File: src/rtl/rs_issue_scheduler_pkg.sv
// Shared types and constants for the reservation-station issue scheduler.
// Optional feature macro: SCHED_AGE_EN (oldest-first selection via per-entry ages).
package rs_issue_scheduler_pkg;

    localparam int RS_DEPTH  = 16;
    localparam int IDX_W     = $clog2(RS_DEPTH);
    localparam int AGE_W     = 4;
    localparam int MUL_LAT   = 4;
    // Busy counter only ever holds MUL_LAT-1 down to 0; MUL_LAT must be >= 2.
    localparam int BUSY_W    = $clog2(MUL_LAT);
    localparam int NUM_PORTS = 4;

    // Issue port order on the issue output.
    localparam int PORT_ALU0 = 0;
    localparam int PORT_ALU1 = 1;
    localparam int PORT_MEM  = 2;
    localparam int PORT_MUL  = 3;

    typedef enum logic [1:0] {
        FU_ALU  = 2'd0,
        FU_MEM  = 2'd1,
        FU_MUL  = 2'd2,
        FU_RSVD = 2'd3   // never issued
    } fuType_t;

    typedef struct packed {
        logic             valid;
        logic [IDX_W-1:0] idx;
    } issuePort_t;

    localparam issuePort_t ISSUE_PORT_RESET = '{valid: 1'b0, idx: '0};

    // Mask of entries whose FU type equals kind.
    function automatic logic [RS_DEPTH-1:0] fuMatch(
        input logic [RS_DEPTH-1:0][1:0] fuType,
        input fuType_t                  kind
    );
        logic [RS_DEPTH-1:0] m;
        for (int i = 0; i < RS_DEPTH; i++) begin
            m[i] = (fuType[i] == kind);
        end
        return m;
    endfunction

    // One-hot vector for a selector result (all zero when nothing was found).
    function automatic logic [RS_DEPTH-1:0] oneHot(
        input logic             found,
        input logic [IDX_W-1:0] idx
    );
        logic [RS_DEPTH-1:0] m;
        m = '0;
        if (found) begin
            m[idx] = 1'b1;
        end
        return m;
    endfunction

endpackage

File: src/rtl/rs_select_oldest.sv
// Picks one entry from a candidate mask: largest age wins, lowest index breaks
// ties. Without SCHED_AGE_EN there is no age input and selection is pure
// lowest-index priority.
module rs_select_oldest
    import rs_issue_scheduler_pkg::*;
(
    input  logic [RS_DEPTH-1:0]            mask,
`ifdef SCHED_AGE_EN
    input  logic [RS_DEPTH-1:0][AGE_W-1:0] ages,
`endif
    output logic                           found,
    output logic [IDX_W-1:0]               idx
);

`ifdef SCHED_AGE_EN
    logic [AGE_W-1:0] bestAge;
`endif

    // Linear scan; a strictly larger age is required to displace an earlier pick.
    always_comb begin
        // NOTE: every output gets a default first so no path leaves a latch.
        found = 1'b0;
        idx   = '0;
`ifdef SCHED_AGE_EN
        bestAge = '0;
`endif
        for (int i = 0; i < RS_DEPTH; i++) begin
`ifdef SCHED_AGE_EN
            if (mask[i] && (!found || ages[i] > bestAge)) begin
                found   = 1'b1;
                idx     = IDX_W'(i);
                bestAge = ages[i];
            end
`else
            if (mask[i] && !found) begin
                found = 1'b1;
                idx   = IDX_W'(i);
            end
`endif
        end
    end

endmodule

File: src/rtl/rs_issue_scheduler.sv
// Issue scheduler for the 16-entry reservation station. Selects up to four
// ready entries per cycle for ALU0, ALU1, MEM and the unpipelined MUL, and
// registers the grants. Optional feature macro: SCHED_AGE_EN.
module rs_issue_scheduler
    import rs_issue_scheduler_pkg::*;
(
    input  logic                           clk,
    input  logic                           reset,
    input  logic                           flush,
    input  logic [RS_DEPTH-1:0]            entryValid,
    input  logic [RS_DEPTH-1:0]            entryReady,
    input  logic [RS_DEPTH-1:0]            entryAlloc,
    input  logic [RS_DEPTH-1:0][1:0]       entryFuType,
    input  logic [1:0]                     aluRdy,
    input  logic                           memRdy,
    input  logic                           mulRdy,
    output issuePort_t [NUM_PORTS-1:0]     issue,
    output logic [RS_DEPTH-1:0]            entryIssued
);

    logic [RS_DEPTH-1:0] pending;
    logic [RS_DEPTH-1:0] cand, aluCand, memCand, mulCand;
    logic [BUSY_W-1:0]   mulBusy;

    // Per-port selector masks and results, kept as separate nets so the
    // chain of exclusions stays a clean combinational path.
    logic [RS_DEPTH-1:0] mask0, mask1, mask2, mask3;
    logic [RS_DEPTH-1:0] taken0, taken1, taken2, grantMask;
    logic                found0, found1, found2, found3;
    logic [IDX_W-1:0]    idx0, idx1, idx2, idx3;

    // Entries granted last cycle are still held by the station while it clears them.
    assign pending = entryIssued;

    assign cand    = entryValid & entryReady & ~entryAlloc & ~pending;
    assign aluCand = cand & fuMatch(entryFuType, FU_ALU);
    assign memCand = cand & fuMatch(entryFuType, FU_MEM);
    assign mulCand = cand & fuMatch(entryFuType, FU_MUL);

    // Fixed port order; each later port excludes what earlier ports took.
    assign mask0  = aluRdy[0] ? aluCand : '0;
    assign taken0 = oneHot(found0, idx0);
    assign mask1  = aluRdy[1] ? (aluCand & ~taken0) : '0;
    assign taken1 = taken0 | oneHot(found1, idx1);
    assign mask2  = memRdy ? (memCand & ~taken1) : '0;
    assign taken2 = taken1 | oneHot(found2, idx2);
    assign mask3  = (mulRdy && mulBusy == '0) ? (mulCand & ~taken2) : '0;
    assign grantMask = taken2 | oneHot(found3, idx3);

`ifdef SCHED_AGE_EN
    localparam logic [AGE_W-1:0] AGE_MAX = {AGE_W{1'b1}};
    logic [RS_DEPTH-1:0][AGE_W-1:0] ages;

    // Per-entry age: cleared on alloc, grant, flush or reset; saturating count while waiting.
    always_ff @(posedge clk) begin
        // NOTE: the age array is reset deliberately; a stale age would bias selection after reset.
        for (int i = 0; i < RS_DEPTH; i++) begin
            if (reset || flush || entryAlloc[i] || grantMask[i]) begin
                ages[i] <= '0;
            end else if (entryValid[i] && ages[i] != AGE_MAX) begin
                ages[i] <= ages[i] + AGE_W'(1);
            end
        end
    end
`endif

    rs_select_oldest uSelAlu0 (
        .mask  (mask0),
`ifdef SCHED_AGE_EN
        .ages  (ages),
`endif
        .found (found0),
        .idx   (idx0)
    );

    rs_select_oldest uSelAlu1 (
        .mask  (mask1),
`ifdef SCHED_AGE_EN
        .ages  (ages),
`endif
        .found (found1),
        .idx   (idx1)
    );

    rs_select_oldest uSelMem (
        .mask  (mask2),
`ifdef SCHED_AGE_EN
        .ages  (ages),
`endif
        .found (found2),
        .idx   (idx2)
    );

    rs_select_oldest uSelMul (
        .mask  (mask3),
`ifdef SCHED_AGE_EN
        .ages  (ages),
`endif
        .found (found3),
        .idx   (idx3)
    );

    // Register the grants; flush and reset both suppress this cycle's grants.
    always_ff @(posedge clk) begin
        // NOTE: sequential state uses non-blocking assignments so every register samples pre-edge values.
        if (reset || flush) begin
            for (int p = 0; p < NUM_PORTS; p++) begin
                issue[p] <= ISSUE_PORT_RESET;
            end
            entryIssued <= '0;
        end else begin
            issue[PORT_ALU0] <= '{valid: found0, idx: idx0};
            issue[PORT_ALU1] <= '{valid: found1, idx: idx1};
            issue[PORT_MEM]  <= '{valid: found2, idx: idx2};
            issue[PORT_MUL]  <= '{valid: found3, idx: idx3};
            entryIssued      <= grantMask;
        end
    end

    // MUL occupancy: load on grant, count down to 0; keeps counting through flush.
    always_ff @(posedge clk) begin
        if (reset) begin
            mulBusy <= '0;
        end else if (found3 && !flush) begin
            mulBusy <= BUSY_W'(MUL_LAT - 1);
        end else if (mulBusy != '0) begin
            mulBusy <= mulBusy - BUSY_W'(1);
        end
    end

endmodule

File: config.mk
export PLATFORM = sky130hd
export DESIGN_NAME = rs_issue_scheduler
export DESIGN_NICKNAME = d
export VERILOG_FILES = /design/src/rtl/rs_issue_scheduler_pkg.sv /design/src/rtl/rs_select_oldest.sv /design/src/rtl/rs_issue_scheduler.sv
export SDC_FILE = /design/constraint.sdc
export NUM_CORES = 1
export LEC_CHECK = 0
export BUFFER_PORTS_ARGS = -buffer_cell sky130_fd_sc_hd__buf_2
export CAP_MARGIN = 30
export CORE_MARGIN = 2
export CORE_UTILIZATION = 49
export DETAILED_ROUTE_END_ITERATION = 6
export HOLD_SLACK_MARGIN = 0.02
export PLACE_DENSITY = 0.79
export SLEW_MARGIN = 0
export SYNTH_ARGS = -nofsm -noshare
export SYNTH_HDL_FRONTEND = slang
export SYNTH_SLANG_ARGS = --single-unit
File: constraint.sdc
create_clock -name clk -period 4.9 [get_ports clk]
set_input_delay 0.735 -clock clk [delete_from_list [all_inputs] [get_ports clk]]
set_output_delay 0.735 -clock clk [all_outputs]
set_load 0.01 [all_outputs]
==> impl_metrics.yaml, run 1 <==
sta:
  setup-tns-final_ps: 0
  fmax_mhz: 273.8
  setup_violations: 0
  period_needed_ps: 3652
  skew_ps: 14.29
  maxSlewViolCount: 0
  worst_slack_ps: 1248
  rsz0062_at_grt: "no"
  min_period_over_period: 0.7454
  worst_pin_slew_ps: 1039
  relSlewSlack: 0.3023
  hold_violations: 0
setup_path:
  critPathRequiredTime_ps: 5110
  cp_num_buf_inv: 2
  r2r_slack_ps: 1370
  path_max_fanout: 11
  path_delay_family: "simple AND/OR/NAND/NOR gates"
  crit_path_start_kind: "primary input"
  regToRegEndpoint: "entryIssued[3]"
  crit_chain: "buf_2 -> o31ai_1 -> buf_4 -> or3_1 -> nor3_2 -> o211ai_1 -> and4_1 -> or4_1 -> a31o_1 -> a211o_1 -> o32ai_2"
  cp-end-kind: "flop"
  critical_path_depth: 11
  cp.arrival_ps: 3860
  cpMaxStageDelayCell: "or3_1"
  r2r_start: "entryIssued[2]"
  r2r_cells: 11
  critPathKind: "in2reg"
  crit_path_max_incr_delay_ps: 530
cts:
  cts_buffer_depth: 2
  cts_tree: "done"
  post-cts-setup-buffers: 0
  root_buffer: "clkbuf_8"
  cts_made_buffers: 5
  cts_hold_buffers: 0
  cts.reportedPaths.clkPinSlew_ps: 80
  post_cts_resized: 0
  cts_max_level: 2
  clock_latency_ps: 310
  numClockSinks: 38
floorplanning:
  io_pins: 123
  fp.dieW_um: 87.40
  row_count: 30
  coreArea_um2: 6756
  dieHeight_um: 87.40
  die_area_um2: 7639
  initial_core_util: 0.5044
placed_design:
  portBuffers: 122
  gp_congestion: 0.9358
  place_area_um2: 4108
  detailed_place_hpwl_mm: 9.989
  dp_cells: 656
  pre_cts_slack_ps: 1002
power:
  p_per_area_nw_per_um2: 222.0
  finalPower_uw: 942.4
  peakVddDrop_v: 0.0001583
  p_leak_uw: 0.001790
global_routing:
  grt_pass1_wl_mm: 19.69
  grt_pass1_vias: 3783
  grtUsageTotal: 0.3350
  grt_max_degree: 28
  grt_overflow: 0
  antenna_found_initial: 0
synth:
  ys_ff_latch: 38
  synthArstFlopShare: 0
  synth_cells: 463
  synthFlopType: "dfxtp_1"
  synth_warnings: 0
  synth_nets: 551
  yosysSeqAreaShare: 0.2232
  syn_area_um2: 3408
  avgSynthCellArea_um2: 7.361
  synth_edf_count: 0
  yosysUniqueCellTypes: 73
final_layout:
  fin_nets: 671
  final_layout_size_suffix_gt1_frac: 0.2842
  nFillCells: 637
  fin_area_um2: 4245
  antenna_cells: 0
  finalNonFillerCells: 664
  syn_to_final_growth_pct: 24.56
hold_path:
  hp-start: "mulBusy[1]"
  hp-class: "reg2reg"
  whs_path_depth: 2
  min_to: "mulBusy[1]"
detailed_routing:
  antenna_left: 0
  routed_wl_mm: 12.75
  avgViaCountPerCell: 6.473
  first_pass_iters: 5
  num_vias: 4298
  drc: 0
  wire_per_inst_um: 19.20
  drt_iter0_drc: 382
run_status:
  status: "completed"
job:
  cap_violations: 0
==> power by group <==
group          total [uW]  switching [uW]  internal [uW]  leakage, uW
clock                 332             128            204    0.0000683
sequential            329            6.02            323     0.000307
combinational         282             178            103      0.00141
==> flip-flops by register name, indices dropped and copies added (netlist names) <==
signal       cells
issue           20
entryIssued     16
mulBusy          2
==> cells in the mapped netlist (5+ instances only) <==
cell type / instances / area share
or3_1: 16 / 0.029
nor3_2: 5 / 0.015
nor3_1: 26 / 0.038
o31ai_1: 6 / 0.013
nor4_1: 7 / 0.013
nand2b_1: 8 / 0.015
o22ai_1: 6 / 0.011
inv_1: 11 / 0.012
nand3_1: 16 / 0.023
nor3b_1: 15 / 0.033
a211oi_1: 5 / 0.011
a21oi_1: 39 / 0.057
dfxtp_1: 38 / 0.22
nor2_1: 41 / 0.045
a21o_1: 5 / 0.011
nand2_1: 51 / 0.056
o21ai_0: 23 / 0.034
and3_1: 6 / 0.011
nand4bb_1: 12 / 0.040
o211ai_1: 5 / 0.011
a31oi_1: 10 / 0.018
or3b_2: 6 / 0.015
nand3b_1: 5 / 0.011
clkbuf_1: 12 / 0.013
==> routing by layer <==
layer / part of all wire / wire length, um / GRT usage / up-vias
met4: 0.037 / 473 / 0.1273 / 0
met3: 0.090 / 1143 / 0.07773 / 35
met1: 0.43 / 5495 / 0.4481 / 1953
met2: 0.44 / 5638 / 0.5213 / 266
li1: - / - / - / 2044
met5: 0 / 0 / 0 / -
==> layout make-up <==
class / count / area (um^2) / area share
tap: 80 / 100.1 / 0.02358
inverter: 11 / 41.29 / 0.009726
clock inverter: 3 / 68.82 / 0.01621
sequential: 38 / 760.7 / 0.1792
multi-input combinational: 397 / 2531 / 0.5962
clock buffer: 5 / 68.82 / 0.01621
timing repair buffer: 130 / 674.4 / 0.1589
==> cells by family after synthesis <==
logic type,count (synthesis),synth area share
compound gates,141,0.2838
xor+xnor,4,0.01028
fa+ha+maj,3,0.009544
buf+inv,28,0.03414
flops,38,0.2232
mux,1,0.002937
simple gates,248,0.4361
==> stage by stage <==
step / util / hold WS, ps
6_report: 0.6283 / 542.2
3_5_place_dp: 0.6080 / 533.6
4_1_cts: 0.6283 / 544.8
3_3_place_gp: 0.6063 / 508.0
5_1_grt: 0.6283 / 571.5
2_1_floorplan: - / 496.3
==> worst max path at each step <==
stage / endpoint / slack (ps) / start
final: entryIssued[3] / 1250 / aluRdy[0]
after global routing: entryIssued[3] / 950 / entryReady[4]
after CTS: entryIssued[3] / 1300 / entryReady[2]
after detailed placement: entryIssued[3] / 1000 / entryValid[2]
after global placement: entryIssued[3] / 1100 / aluRdy[0]
after floorplan: entryIssued[3] / 1540 / entryAlloc[2]
==> cell usage in the layout (no fill, tap or decap), types with 5 or more instances in the layout <==
| master | instances |
|---|---|
| nor3_2 | 5 |
| or3b_2 | 6 |
| a21o_1 | 5 |
| and3_1 | 6 |
| a31oi_1 | 10 |
| nor4_1 | 7 |
| nor2_1 | 41 |
| clkbuf_8 | 5 |
| dfxtp_1 | 38 |
| or3_1 | 16 |
| nand2b_1 | 8 |
| a21oi_1 | 39 |
| inv_1 | 11 |
| o211ai_1 | 5 |
| nand3_1 | 16 |
| nand4bb_1 | 12 |
| nor3_1 | 26 |
| a211oi_1 | 5 |
| o31ai_1 | 6 |
| nor3b_1 | 15 |
| nand2_1 | 51 |
| o22ai_1 | 6 |
| buf_2 | 122 |
| o21ai_0 | 23 |
| nand3b_1 | 5 |
| buf_4 | 7 |
==> tightest hold or removal path, delay by kind of cell (launching register included) <==
family	cells	cell delay (ps)
AO/OA/AOI/OAI	2	180
flip-flops	1	320
Note: power is estimated with default switching activity, not from simulation.
==> inputs of run 2 (changes only) <==
--- a/config.mk
+++ b/config.mk
@@ -5,13 +5,14 @@
 export SDC_FILE = /design/constraint.sdc
 export NUM_CORES = 1
 export LEC_CHECK = 0
+export ABC_AREA = 1
 export BUFFER_PORTS_ARGS = -buffer_cell sky130_fd_sc_hd__buf_2
 export CAP_MARGIN = 30
 export CORE_MARGIN = 2
-export CORE_UTILIZATION = 49
+export CORE_UTILIZATION = 46
 export DETAILED_ROUTE_END_ITERATION = 6
 export HOLD_SLACK_MARGIN = 0.02
-export PLACE_DENSITY = 0.79
+export PLACE_DENSITY = 0.78
 export SLEW_MARGIN = 0
 export SYNTH_ARGS = -nofsm -noshare
 export SYNTH_HDL_FRONTEND = slang
==> constraint.sdc (replaced) <==
create_clock -name clk -period 3.1 [get_ports clk]
set_input_delay 0.465 -clock clk [delete_from_list [all_inputs] [get_ports clk]]
set_output_delay 0.465 -clock clk [all_outputs]
set_load 0.01 [all_outputs]
==> impl_metrics.yaml, run 2 <==
run_status:
  status: "completed"
detailed_routing:
  wire_per_inst_um: 14.20
  avgViaCountPerCell: 5.273
  drt_iter0_drc: 266
  first_pass_iters: 7
  drc: 0
  routed_wl_mm: 11.33
  num_vias: 4208
  antenna_left: 0
synth:
  synth_warnings: 0
  yosysSeqAreaShare: 0.2222
  synth_area_leader_cell: "dfxtp_1"
  synthArstFlopShare: 0
  synth_nets: 658
  yosysUniqueCellTypes: 44
  synth_edf_count: 0
  ys_ff_latch: 38
  synth.most_common_cell: "inv_1"
  synthFlopType: "dfxtp_1"
  yosysTopAreaCellShare: 0.2222
  syn_area_um2: 3423
  synth_cells: 570
  synthTopCellsByCount: "inv_1, nor2_1, nand2_1"
  netlist_top_cells_area: "dfxtp_1, inv_1, nor2_1"
  avgSynthCellArea_um2: 6.006
final_layout:
  multi_input_area_um2: 2157
  reg_top3: "issue: 20 flops, entryIssued: 16 flops, mulBusy: 2 flops"
  seqCellArea_um2: 760.7
  antenna_cells: 0
  fin_nets: 787
  final_cell_mix: "buf_2, inv_1, nor2_1"
  final_common_cell: "buf_2"
  nFillCells: 722
  regMostFlops: "issue"
  largest_reg_flops: 20
  syn_to_final_growth_pct: 24.42
  final_layout_size_suffix_gt1_frac: 0.2861
setup_path:
  cp.arrival_ps: 3060
  cpMaxStageDelayCell: "dfxtp_1"
  crit_path_start: "mulBusy[0]"
  critPathKind: "reg2reg"
  r2r_slack_ps: 260
  crit_path_start_kind: "flop"
  crit_top_cell: "nand2_2"
  path_max_fanout: 11
  critPathRequiredTime_ps: 3320
  r2r_start: "mulBusy[0]"
  cp-end-kind: "flop"
  crit_chain: "inv_1 -> ha_1 -> nand2_4 -> inv_2 -> nand3_1 -> nand2_1 -> nor2_2 -> nand2_2 -> nor4_4 -> nand2_2 -> a31oi_4 -> nand2_2 -> nor3_4 -> nand3_1 -> nand4_1 -> nor2_1 -> nor2_1"
  crit_path_max_incr_delay_ps: 350
sta:
  setup_violations: 0
  worst_pin_slew_ps: 669.7
  timing.hold.ws_ps: 392.4
  period_needed_ps: 2836
  hold_violations: 0
  maxSlewViolCount: 0
  relSlewSlack: 0.5530
  fmax_mhz: 352.6
  setup-tns-final_ps: 0
  min_period_over_period: 0.9149
  rsz0062_at_grt: "no"
  skew_ps: 11.52
global_routing:
  grt_max_degree: 21
  grt_pass1_vias: 3914
  grt_overflow: 0
  grt_pass1_wl_mm: 18.13
  grtUsageTotal: 0.2710
  antenna_found_initial: 0
placed_design:
  portBuffers: 122
  gp_congestion: 0.9546
  detailed_place_hpwl_mm: 9.283
floorplanning:
  row_count: 31
  initial_core_util: 0.4745
  fp.dieW_um: 90.27
  dieHeight_um: 90.27
  die_area_um2: 8148
  coreArea_um2: 7214
  io_pins: 123
power:
  peakVddDrop_v: 0.0002126
  p_per_area_nw_per_um2: 296.2
  p_leak_uw: 0.002560
cts:
  root_buffer: "clkbuf_8"
  cts.reportedPaths.clkPinSlew_ps: 80
  cts_tree: "done"
  cts_buffer_depth: 2
  clock_latency_ps: 300
  cts_max_level: 2
  cts_made_buffers: 5
  numClockSinks: 38
hold_path:
  hp-class: "in2reg"
  hp-start: "reset"
job:
  cap_violations: 0
==> run 2: cell types whose count changed after synthesis, moves of 15 or more <==
| cell | delta |
|---|---|
| nand3_1 | +31 |
| o21ai_0 | -15 |
| nand4_1 | +28 |
| a21oi_1 | -30 |
| nand2_1 | +44 |
| inv_1 | +106 |
| nor2_1 | +56 |
| or3_1 | -16 |
==> run 2: path summary, 6_finish.rpt <==
| kind | endpoint | depth (start not counted) |
|---|---|---|
| worst max-delay path | issue[16] | 17 |
| worst min-delay path | mulBusy[0] | 2 |
| worst max register to register | issue[16] | 17 |
| worst min register to register | mulBusy[1] | 2 |
==> run 2: power breakdown <==
group	switching [uW]	internal (uW)
combinational	243	154
sequential	9.69	510
clock	193	151
==> run 2: final cells by class <==
| type | count | area share |
|---|---|---|
| Clock buffer | 5 | 0.01616 |
| Timing Repair Buffer | 130 | 0.1575 |
| Inverter | 124 | 0.1099 |
| Multi-Input combinational cell | 400 | 0.5065 |
| Tap cell | 99 | 0.02908 |
| Clock inverter | 2 | 0.002350 |
| Sequential cell | 38 | 0.1786 |
==> run 2: metal layers <==
layer	GRT usage	part of all wire	up-vias
li1	-	-	2097
met1	0.3857	0.47	1903
met2	0.4398	0.44	195
met3	0.03255	0.070	13
met4	0.06154	0.014	0
met5	0	0	-
==> run 2: kinds of logic (layout without fill, tap and decap cells) <==
group                    after synthesis  after routing  share of synthesized area
AO/OA/AOI/OAI                         38             38                    0.07164
XOR/XNOR                               1              1                   0.002559
adder cells (fa/ha/maj)                1              1                   0.003654
buffers and inverters                132            261                     0.1528
flip-flops                            38             38                     0.2222
AND/OR/NAND/NOR                      360            360                     0.5472
==> run 2: critical path: cells and delay by family, from the launching register on <==
kind	cells	cell delay, ps
buffers and inverters	2	170
AOI/OAI and AO/OA	1	190
and+or+nand+nor	13	1780
adders and majority gates	1	250
DFF	1	350
==> run 2: what timing repair did <==
item / 4_1_cts / 5_1_grt
setup endpoints to repair: 0 / 9
resized for setup: 0 / 3
setup buffers: 0 / 3
hold buffers: 0 / 0
==> run 2: metrics by stage <==
stage          instances    util  area (um^2)  setup slack, ps  total power (uW)
2_1_floorplan        570       -         3423            608.2             774.1
5_1_grt              798  0.5904         4259            25.16              1324
4_1_cts              795  0.5848         4219            176.8              1234
3_5_place_dp         788  0.5739         4140            76.77             898.7
6_report             798  0.5904         4259            263.7              1261
3_3_place_gp         788  0.5739         4140            29.14             889.0
